===== src/rtl/ctrlpid_mc.sv =====
// Time-multiplexed multi-channel incremental PID controller with log2 (shift) gains.
// A free-running prescaler launches a frame that walks every channel, 7 clocks each (2 on clear).
module ctrlpid_mc #(
  parameter int aw = 1,
  parameter int ew = 24,
  parameter int pw = 32,
  parameter int ow = 12,
  parameter int cw = 6,
  parameter int fp = 9,
  parameter int precision = 1,
  parameter int dw = 12,
  parameter logic signed [pw-1:0] antiwindup = pw'(8'hFF) << (precision + ow - 9)
) (
  input  logic                 clk_pid,
  input  logic                 reset,
  output logic [aw-1:0]        a,
  input  logic signed [ew-1:0] error,
  input  logic signed [cw-1:0] KP,
  input  logic signed [cw-1:0] KI,
  input  logic signed [cw-1:0] KD,
  input  logic                 clr,
  output logic                 ce,
  output logic signed [ow-1:0] m_k_out,
  input  logic [aw-1:0]        rd_addr,
  output logic signed [ow-1:0] rd_data
);

  localparam int an = 1 << aw;
  localparam logic [aw-1:0] last_ch = aw'(an - 1);
  localparam logic signed [cw-1:0] fp_c = cw'(fp);
  localparam logic signed [cw-1:0] prec_c = cw'(precision);
  localparam logic signed [cw-1:0] one_c = cw'(1);
  localparam logic signed [pw-1:0] lim_hi = antiwindup;
  localparam logic signed [pw-1:0] lim_lo = -antiwindup;

  typedef enum logic [2:0] {
    S_IDLE, S_LOAD, S_P, S_D, S_I, S_D2, S_CLAMP, S_OUT
  } state_t;

  state_t state;
  logic [dw-1:0] pre;
  logic tick;

  // Working copy of the channel being processed.
  logic signed [pw-1:0] e0, e1w, e2w, uw;
  logic signed [cw-1:0] kp, ki, kd;
  logic signed [cw-1:0] sh_d, sh_d2, sh_i;
  logic signed [ow-1:0] m_new;

  logic signed [pw-1:0] u_mem  [an];
  logic signed [pw-1:0] e1_mem [an];
  logic signed [pw-1:0] e2_mem [an];
  logic signed [ow-1:0] m_mem  [an];

  assign tick  = (pre == {dw{1'b1}});
  assign sh_d  = kd + fp_c;
  assign sh_d2 = kd + fp_c + one_c;
  assign sh_i  = ki - one_c - fp_c;
  assign m_new = uw[precision+ow-1:precision];

  // Signed shift: positive amounts shift left, negative amounts shift right arithmetically.
  function automatic logic signed [pw-1:0] sh(input logic signed [pw-1:0] x,
                                               input logic signed [cw-1:0] s);
    logic [cw-1:0] n;
    n = $unsigned(-s);
    if (s[cw-1]) sh = x >>> n;
    else         sh = x <<< $unsigned(s);
  endfunction

  always_ff @(posedge clk_pid or posedge reset) begin
    if (reset) begin
      state   <= S_IDLE;
      pre     <= '0;
      a       <= '0;
      ce      <= 1'b0;
      m_k_out <= '0;
      rd_data <= '0;
      e0      <= '0;
      e1w     <= '0;
      e2w     <= '0;
      uw      <= '0;
      kp      <= '0;
      ki      <= '0;
      kd      <= '0;
      for (int i = 0; i < an; i++) begin
        u_mem[i]  <= '0;
        e1_mem[i] <= '0;
        e2_mem[i] <= '0;
        m_mem[i]  <= '0;
      end
    end else begin
      pre     <= pre + dw'(1);
      ce      <= 1'b0;
      rd_data <= m_mem[rd_addr];
      case (state)
        S_IDLE: begin
          if (tick) begin
            a     <= '0;
            state <= S_LOAD;
          end
        end
        S_LOAD: begin
          e0  <= {{(pw-ew){error[ew-1]}}, error};
          kp  <= KP + prec_c;
          ki  <= KI + prec_c;
          kd  <= KD + prec_c;
          uw  <= u_mem[a];
          e1w <= e1_mem[a];
          e2w <= e2_mem[a];
          if (clr) begin
            // Zeroing e0 too keeps the history at 0 when OUT shifts it in.
            e0        <= '0;
            uw        <= '0;
            e1w       <= '0;
            e2w       <= '0;
            u_mem[a]  <= '0;
            e1_mem[a] <= '0;
            e2_mem[a] <= '0;
            m_mem[a]  <= '0;
            state     <= S_OUT;
          end else begin
            state <= S_P;
          end
        end
        S_P: begin
          uw    <= uw + sh(e0, kp) - sh(e1w, kp);
          state <= S_D;
        end
        S_D: begin
          uw    <= uw + sh(e0, sh_d) + sh(e2w, sh_d);
          state <= S_I;
        end
        S_I: begin
          uw    <= uw + sh(e0, sh_i) + sh(e1w, sh_i);
          state <= S_D2;
        end
        S_D2: begin
          uw    <= uw - sh(e1w, sh_d2);
          state <= S_CLAMP;
        end
        S_CLAMP: begin
          if (uw > lim_hi)      uw <= lim_hi;
          else if (uw < lim_lo) uw <= lim_lo;
          state <= S_OUT;
        end
        S_OUT: begin
          m_mem[a]  <= m_new;
          m_k_out   <= m_new;
          u_mem[a]  <= uw;
          e1_mem[a] <= e0;
          e2_mem[a] <= e1w;
          ce        <= 1'b1;
          if (a == last_ch) begin
            a     <= '0;
            state <= S_IDLE;
          end else begin
            a     <= a + aw'(1);
            state <= S_LOAD;
          end
        end
        default: state <= S_IDLE;
      endcase
    end
  end

endmodule


===== config.mk =====
export PLATFORM = sky130hd
export DESIGN_NAME = ctrlpid_mc
export DESIGN_NICKNAME = d
export VERILOG_FILES = /design/src/rtl/ctrlpid_mc.sv
export SDC_FILE = /design/constraint.sdc
export NUM_CORES = 2
export LEC_CHECK = 0
export BUFFER_PORTS_ARGS = -buffer_cell sky130_fd_sc_hd__buf_2
export CAP_MARGIN = 20
export CORE_AREA = 3 3 308 310
export DETAILED_ROUTE_END_ITERATION = 12
export DIE_AREA = 0 0 311 313
export PLACE_DENSITY = 0.65
export RECOVER_POWER = 25
export SETUP_SLACK_MARGIN = 0.2
export SLEW_MARGIN = 20
export SYNTH_ARGS = -nofsm -noshare
export SYNTH_HDL_FRONTEND = slang
export SYNTH_SLANG_ARGS = --single-unit

===== constraint.sdc =====
create_clock -name clk_pid -period 20.2 [get_ports clk_pid]
set_input_delay 3.03 -clock clk_pid [delete_from_list [all_inputs] [get_ports clk_pid]]
set_output_delay 3.03 -clock clk_pid [all_outputs]
set_load 0.01 [all_outputs]

### Word level (Yosys, flattened, before mapping)

Index checks and enable logic that the tools add are counted.

* input port bits: 46
* output and inout port bits: 26
* word-level logic and storage cells: 144
* bits in registers: 403

* bitwise gates (word level): 8
* shifts and indexed selects: 14
* order comparisons: 5
* reductions and logical operators: 8
* multiplexer cells: 57
* eq/ne operators: 11
* add/sub/neg operators: 20

Operators with widths (count)
* 32-bit 2-to-1 mux: 30
* 64-bit case mux with 2 select lines: 3
* 32-bit by 6-bit <<< shifter with 32-bit output: 7
* 32-bit by 6-bit >>> shifter with 32-bit output: 7
* 64-bit AND: 3
* 64-bit bitwise mux: 3
* 64-bit 2-to-1 mux: 3
* 32-bit case mux with 6 select lines: 1
* 32-bit adder: 5
* 64-bit inverter: 1
* 32-bit subtractor: 2
* 12-bit 2-to-1 mux: 4
* 24-bit case mux with 2 select lines: 1
* 32-bit demux with 1-bit select: 1
* 32-bit by 13-bit > comparator with 1-bit output, second input constant: 1
* 32-bit by 13-bit < comparator with 1-bit output, second input constant: 1
* 6-bit by 2-bit adder with 6-bit output, second input constant: 4
* 24-bit AND: 1
* 24-bit bitwise mux: 1
* 24-bit 2-to-1 mux: 1
* 6-bit negation: 4
* 24-bit inverter: 1
* 3-bit case mux with 8 select lines: 1
* 12-bit by 1-bit adder with 12-bit output, second input constant: 1
* other kinds (22): 36

### Longest topological paths before layout

* depth after elaboration: 9
* gate-level depth with buffers: 38
* gate-level depth less buffers: 27

### Least setup slack after synthesis

Ideal clock, no wire load.

* path kind: register to register
* start: register kd[0]
* end: register uw[31]
* setup time: 0.138 ns
* period minus slack after synthesis: 7.199 ns
* cell stages (with the launch flop): 38
* path slack: 13.001 ns
* data arrival time: 7.061 ns
* path buffers: 13
* required time: 20.062 ns
* cell sequence: dfrtp_1 inv_1 buf_2 buf_2 clkbuf_1 clkbuf_1 clkbuf_1 ha_1 buf_6 buf_6 buf_6 buf_2 buf_2 buf_4 buf_2 buf_2 o21ai_0 a21oi_1 (+2 left out) o21ai_0 a21oi_1 o211ai_1 fa_1 inv_1 ha_1 fa_1 a211oi_1 o21ai_0 a31oi_1 a311oi_1 a21oi_1 or2_2 a31oi_1 xnor2_1 nor2_1 o311ai_1 o211ai_1

* word-level cells in the longest chain between the ends: 8
* elaborated cells on any way between the ends: 20
* classes of those cells: 7 x add/sub; 6 x shift; 7 x mux

RTL lines
* from (decl): line 46 `logic signed [cw-1:0] kp, ki, kd;`
* from (signal assigned): line 106 `kd <= KD + prec_c;`
* 6-bit by 5-bit adder with 6-bit output (*): line 56, 57
* 6-bit negation / 6-bit by 2-bit adder with 6-bit output (equally long branches): line 65, 57
* 32-bit by 6-bit >>> shifter with 32-bit output / 6-bit negation (equally long branches): line 66, 65
* 32-bit 2-to-1 mux / 32-bit by 6-bit >>> shifter with 32-bit output (equally long branches): line 66 `if (s[cw-1]) sh = x >>> n;`
* 32-bit 2-to-1 mux (on tied branches): line 95, 66
* 32-bit adder / 32-bit 2-to-1 mux (equally long branches): line 130, 95
* 32-bit adder / 32-bit subtractor (equally long branches): line 130, 138
* 32-bit case mux with 6 select lines (*): line 95 `case (state)`
* to (signal assigned): line 130 `uw <= uw + sh(e0, sh_d) + sh(e2w, sh_d);`
* to (signal assigned): line 134 `uw <= uw + sh(e0, sh_i) + sh(e1w, sh_i);`
* to (signal assigned): line 138 `uw <= uw - sh(e1w, sh_d2);`
* to (decl): line 45 `logic signed [pw-1:0] e0, e1w, e2w, uw;`

Every way passes the cells marked *; elsewhere a longest branch is shown, timed or not. The select of a mux whose other input is x is not followed.
A chain may end at the register's enable or synchronous reset.

==> run metrics <==
status finished, violations left; failing checks max-capacitance violations, max-slew violations; Die Y 313 um; DR vias/cell 6.890; CP Launch Type primary input; critical path startpoint reset; WL final 214200 um; Final period util 0.4362; Hold-fix buffers, CTS 0; fin crit period 8.811 ns; slowest stage delay, CP 3.45 ns; HP Class flip-flop to flip-flop; P&R area growth vs syn 6.074%; largest net degree at the start of global routing 134; FP Rows 111; worst-margin pin slew 6.323 ns; Synth Cell Area 0.04617 mm2; Slew Limit Headroom -3.216; CTS tree done; Max Cap Viol 5; core box area 0.09194 mm2; maximum clock frequency 0.1135 GHz; Clock transition at path regs 0.06 ns; Routed Antenna Nets 0; DR WL/cell 30.62 um; GR Overflow Total 0; Buffers on Ports 71; RSZ-0062 raised after global routing no; gp weighted congestion 1.072; ys async rst share 1.000; cts repair resizes 0; register bit total from synthesis 395; TNS Setup 0 ns; crit-path most repeated cell buf_4; sequential area share after synthesis 0.2141; Max Slew Vio Count 360; PnR worst setup slack 11.39 ns; crit-path max FO 133; first-pass GRT wire length 310000 um; ANT cells 0; Die Wd 311 um; Clock Skew 0.02718 ns; worst skew pair latency 0.63 ns; YS warnings 0; final hold violations 0; Synthesized Nets 6273; crit-path cells buf_2 > clkinvlp_2 > buf_4 > buf_4 > buf_4; hold wc startpoint e1_mem[25]; Ports 72; H-tree depth 2; Filler cells 8946; unique cell type count in the Yosys netlist 88; Critical R2R Launch kd[0]; total clock sinks 395; Crit path arrival time 9.45 ns; WS Path Type primary input to asynchronous set/reset pin; # setup viols final 0; fin util 0.5326; Reg2Reg Setup Slack 11.45 ns; share of cells above drive strength 1 0.1042; crit path buf inv count 5; DP Wirelength 159400 um; initial DRC count 7522; Via Count 48188; Root Driver clkbuf_16; Post-Syn Area per Cell 7.697 um2; maximum clock insertion buffer count 3; Post-synth top flop dfrtp_1; Setup Fix Bufs, Post-CTS 0; Crit. End Element asynchronous set/reset pin; GRT Util Overall 0.4264; number of global-route vias before repair 44502; Slowest-stage cell, CP clkinvlp_2; pre-CTS setup slack 11.68 ns; EDFF count, synth 0; Starting Density 0.5021; antenna violations before repair 5; die area 0.09734 mm2; DRT Pass-1 Iters 6; post-synthesis cell count 5998; DR DRC count 0; CTS Buf Count 45; WP data required 20.84 ns; Largest delay share family, worst path buffers and inverters; Final nets 5989
==> area by class of cell <==
type	count	area, um2	area share
multi-input cells	4871	33740	0.6890
flip-flops and latches	395	9910	0.2024
well taps	1243	1555	0.03176
repair buffers	228	1524	0.03112
clock buffers	61	1256	0.02565
inverters	173	650.6	0.01329
clock inverters	23	334.1	0.006822
==> registers in the layout, indices dropped and copies added (netlist names), 12 cells and up <==
name,flops
e1_mem,64
e2_mem,64
u_mem,64
e1w,32
e2w,32
uw,32
e0,24
m_mem,24
m_k_out,12
pre,12
rd_data,12
==> layout by cell type, fill, tap and decap left out, types with 21 or more instances in the layout <==
cell type	count
a221oi_1	47
dfrtp_1	385
nand2b_1	75
o211ai_1	92
and3_1	36
a22oi_1	26
nor2b_1	37
and2_1	57
xnor2_1	86
nor2_1	487
o31ai_1	70
o21ai_0	558
o21bai_1	32
a211oi_1	94
nand2_1	842
clkbuf_16	45
nand3_1	88
a22o_1	201
buf_4	156
xor2_1	58
nand4_1	21
ha_1	129
inv_1	164
xnor2_2	21
fa_1	96
a21oi_1	597
a21o_1	65
mux4_2	93
buf_2	66
a31oi_1	66
mux2i_1	405
nor3_1	49
o22ai_1	63
mux2_2	106
==> path summary, 6_finish.rpt <==
kind	to	cells after the start
min in group asynchronous	ki[2]	2
hold / removal	e1_mem[25]	2
hold reg to reg	e1_mem[25]	2
max in group clk_pid	uw[31]	25
setup reg to reg	uw[31]	25
setup / recovery	e2_mem[36]	5
==> Yosys cell counts (36+ instances only) <==
| cell | instances | area share |
|---|---|---|
| nand2_1 | 844 | 0.069 |
| a21oi_1 | 598 | 0.065 |
| o21ai_0 | 559 | 0.061 |
| nor2_1 | 489 | 0.040 |
| clkbuf_1 | 409 | 0.033 |
| mux2i_1 | 405 | 0.088 |
| dfrtp_1 | 395 | 0.21 |
| a22o_1 | 201 | 0.038 |
| inv_1 | 168 | 0.014 |
| ha_1 | 133 | 0.036 |
| mux2_2 | 106 | 0.026 |
| xnor2_1 | 106 | 0.020 |
| fa_1 | 96 | 0.042 |
| a211oi_1 | 94 | 0.015 |
| mux4_2 | 93 | 0.045 |
| o211ai_1 | 92 | 0.015 |
| nand3_1 | 88 | 0.0095 |
| nand2b_1 | 75 | 0.010 |
| buf_1 | 71 | 0.0058 |
| o31ai_1 | 70 | 0.011 |
| a31oi_1 | 66 | 0.0089 |
| xor2_1 | 66 | 0.013 |
| a21o_1 | 65 | 0.011 |
| o22ai_1 | 63 | 0.0085 |
| and2_1 | 58 | 0.0079 |
| buf_2 | 54 | 0.0059 |
| nor3_1 | 52 | 0.0056 |
| a221oi_1 | 47 | 0.0089 |
| nor2b_1 | 37 | 0.0050 |
| and3_1 | 36 | 0.0049 |
==> worst register-to-register path, stage by stage (launching register included) <==
cell	delay, ns
dfrtp_4	1.01
inv_2	0.30
ha_4	0.79
buf_4	0.75
buf_4	0.79
o21ai_0	0.22
a21oi_1	0.34
mux2_2	0.24
nor2_1	0.04
a21oi_1	0.14
o211ai_1	0.15
fa_1	0.52
inv_1	0.04
ha_1	0.24
fa_1	0.49
a211oi_1	0.31
o21ai_0	0.13
a31oi_1	0.41
a311oi_1	0.21
a21oi_1	0.47
or2_2	0.21
a31oi_1	0.08
xnor2_1	0.18
nor2_1	0.06
o311ai_1	0.31
o211ai_1	0.14
==> per-layer routing <==
metal | up-vias | GRT usage | share of wire
met3 | 602 | 0.1157 | 0.12
met4 | 4 | 0.2094 | 0.061
met5 | - | 0.005435 | 0.00040
li1 | 21243 | - | -
met2 | 3114 | 0.6158 | 0.41
met1 | 23225 | 0.5877 | 0.40
==> logic make-up after synthesis <==
| group | synth area share |
|---|---|
| AND/OR/NAND/NOR | 0.1621 |
| multiplexers | 0.1590 |
| buffers and inverters | 0.06309 |
| flip-flops | 0.2141 |
| adder cells (fa/ha/maj) | 0.07789 |
| XOR/XNOR | 0.03523 |
| AO/OA/AOI/OAI | 0.2885 |
==> stage by stage <==
stage                     instance area, um2  hold WS, ns  cells
final                                  48970       0.4690   6994
after global routing                   48970       0.4950   6994
after CTS                              49000       0.4735   6994
after detailed placement               47410       0.4585   6910
after global placement                 47410       0.4549   6910
after floorplan                        46170       0.4414   5998
Power is left out: the tool's default activity adds up to more than one toggle a clock period on the data nets, which glitch-free logic cannot reach.
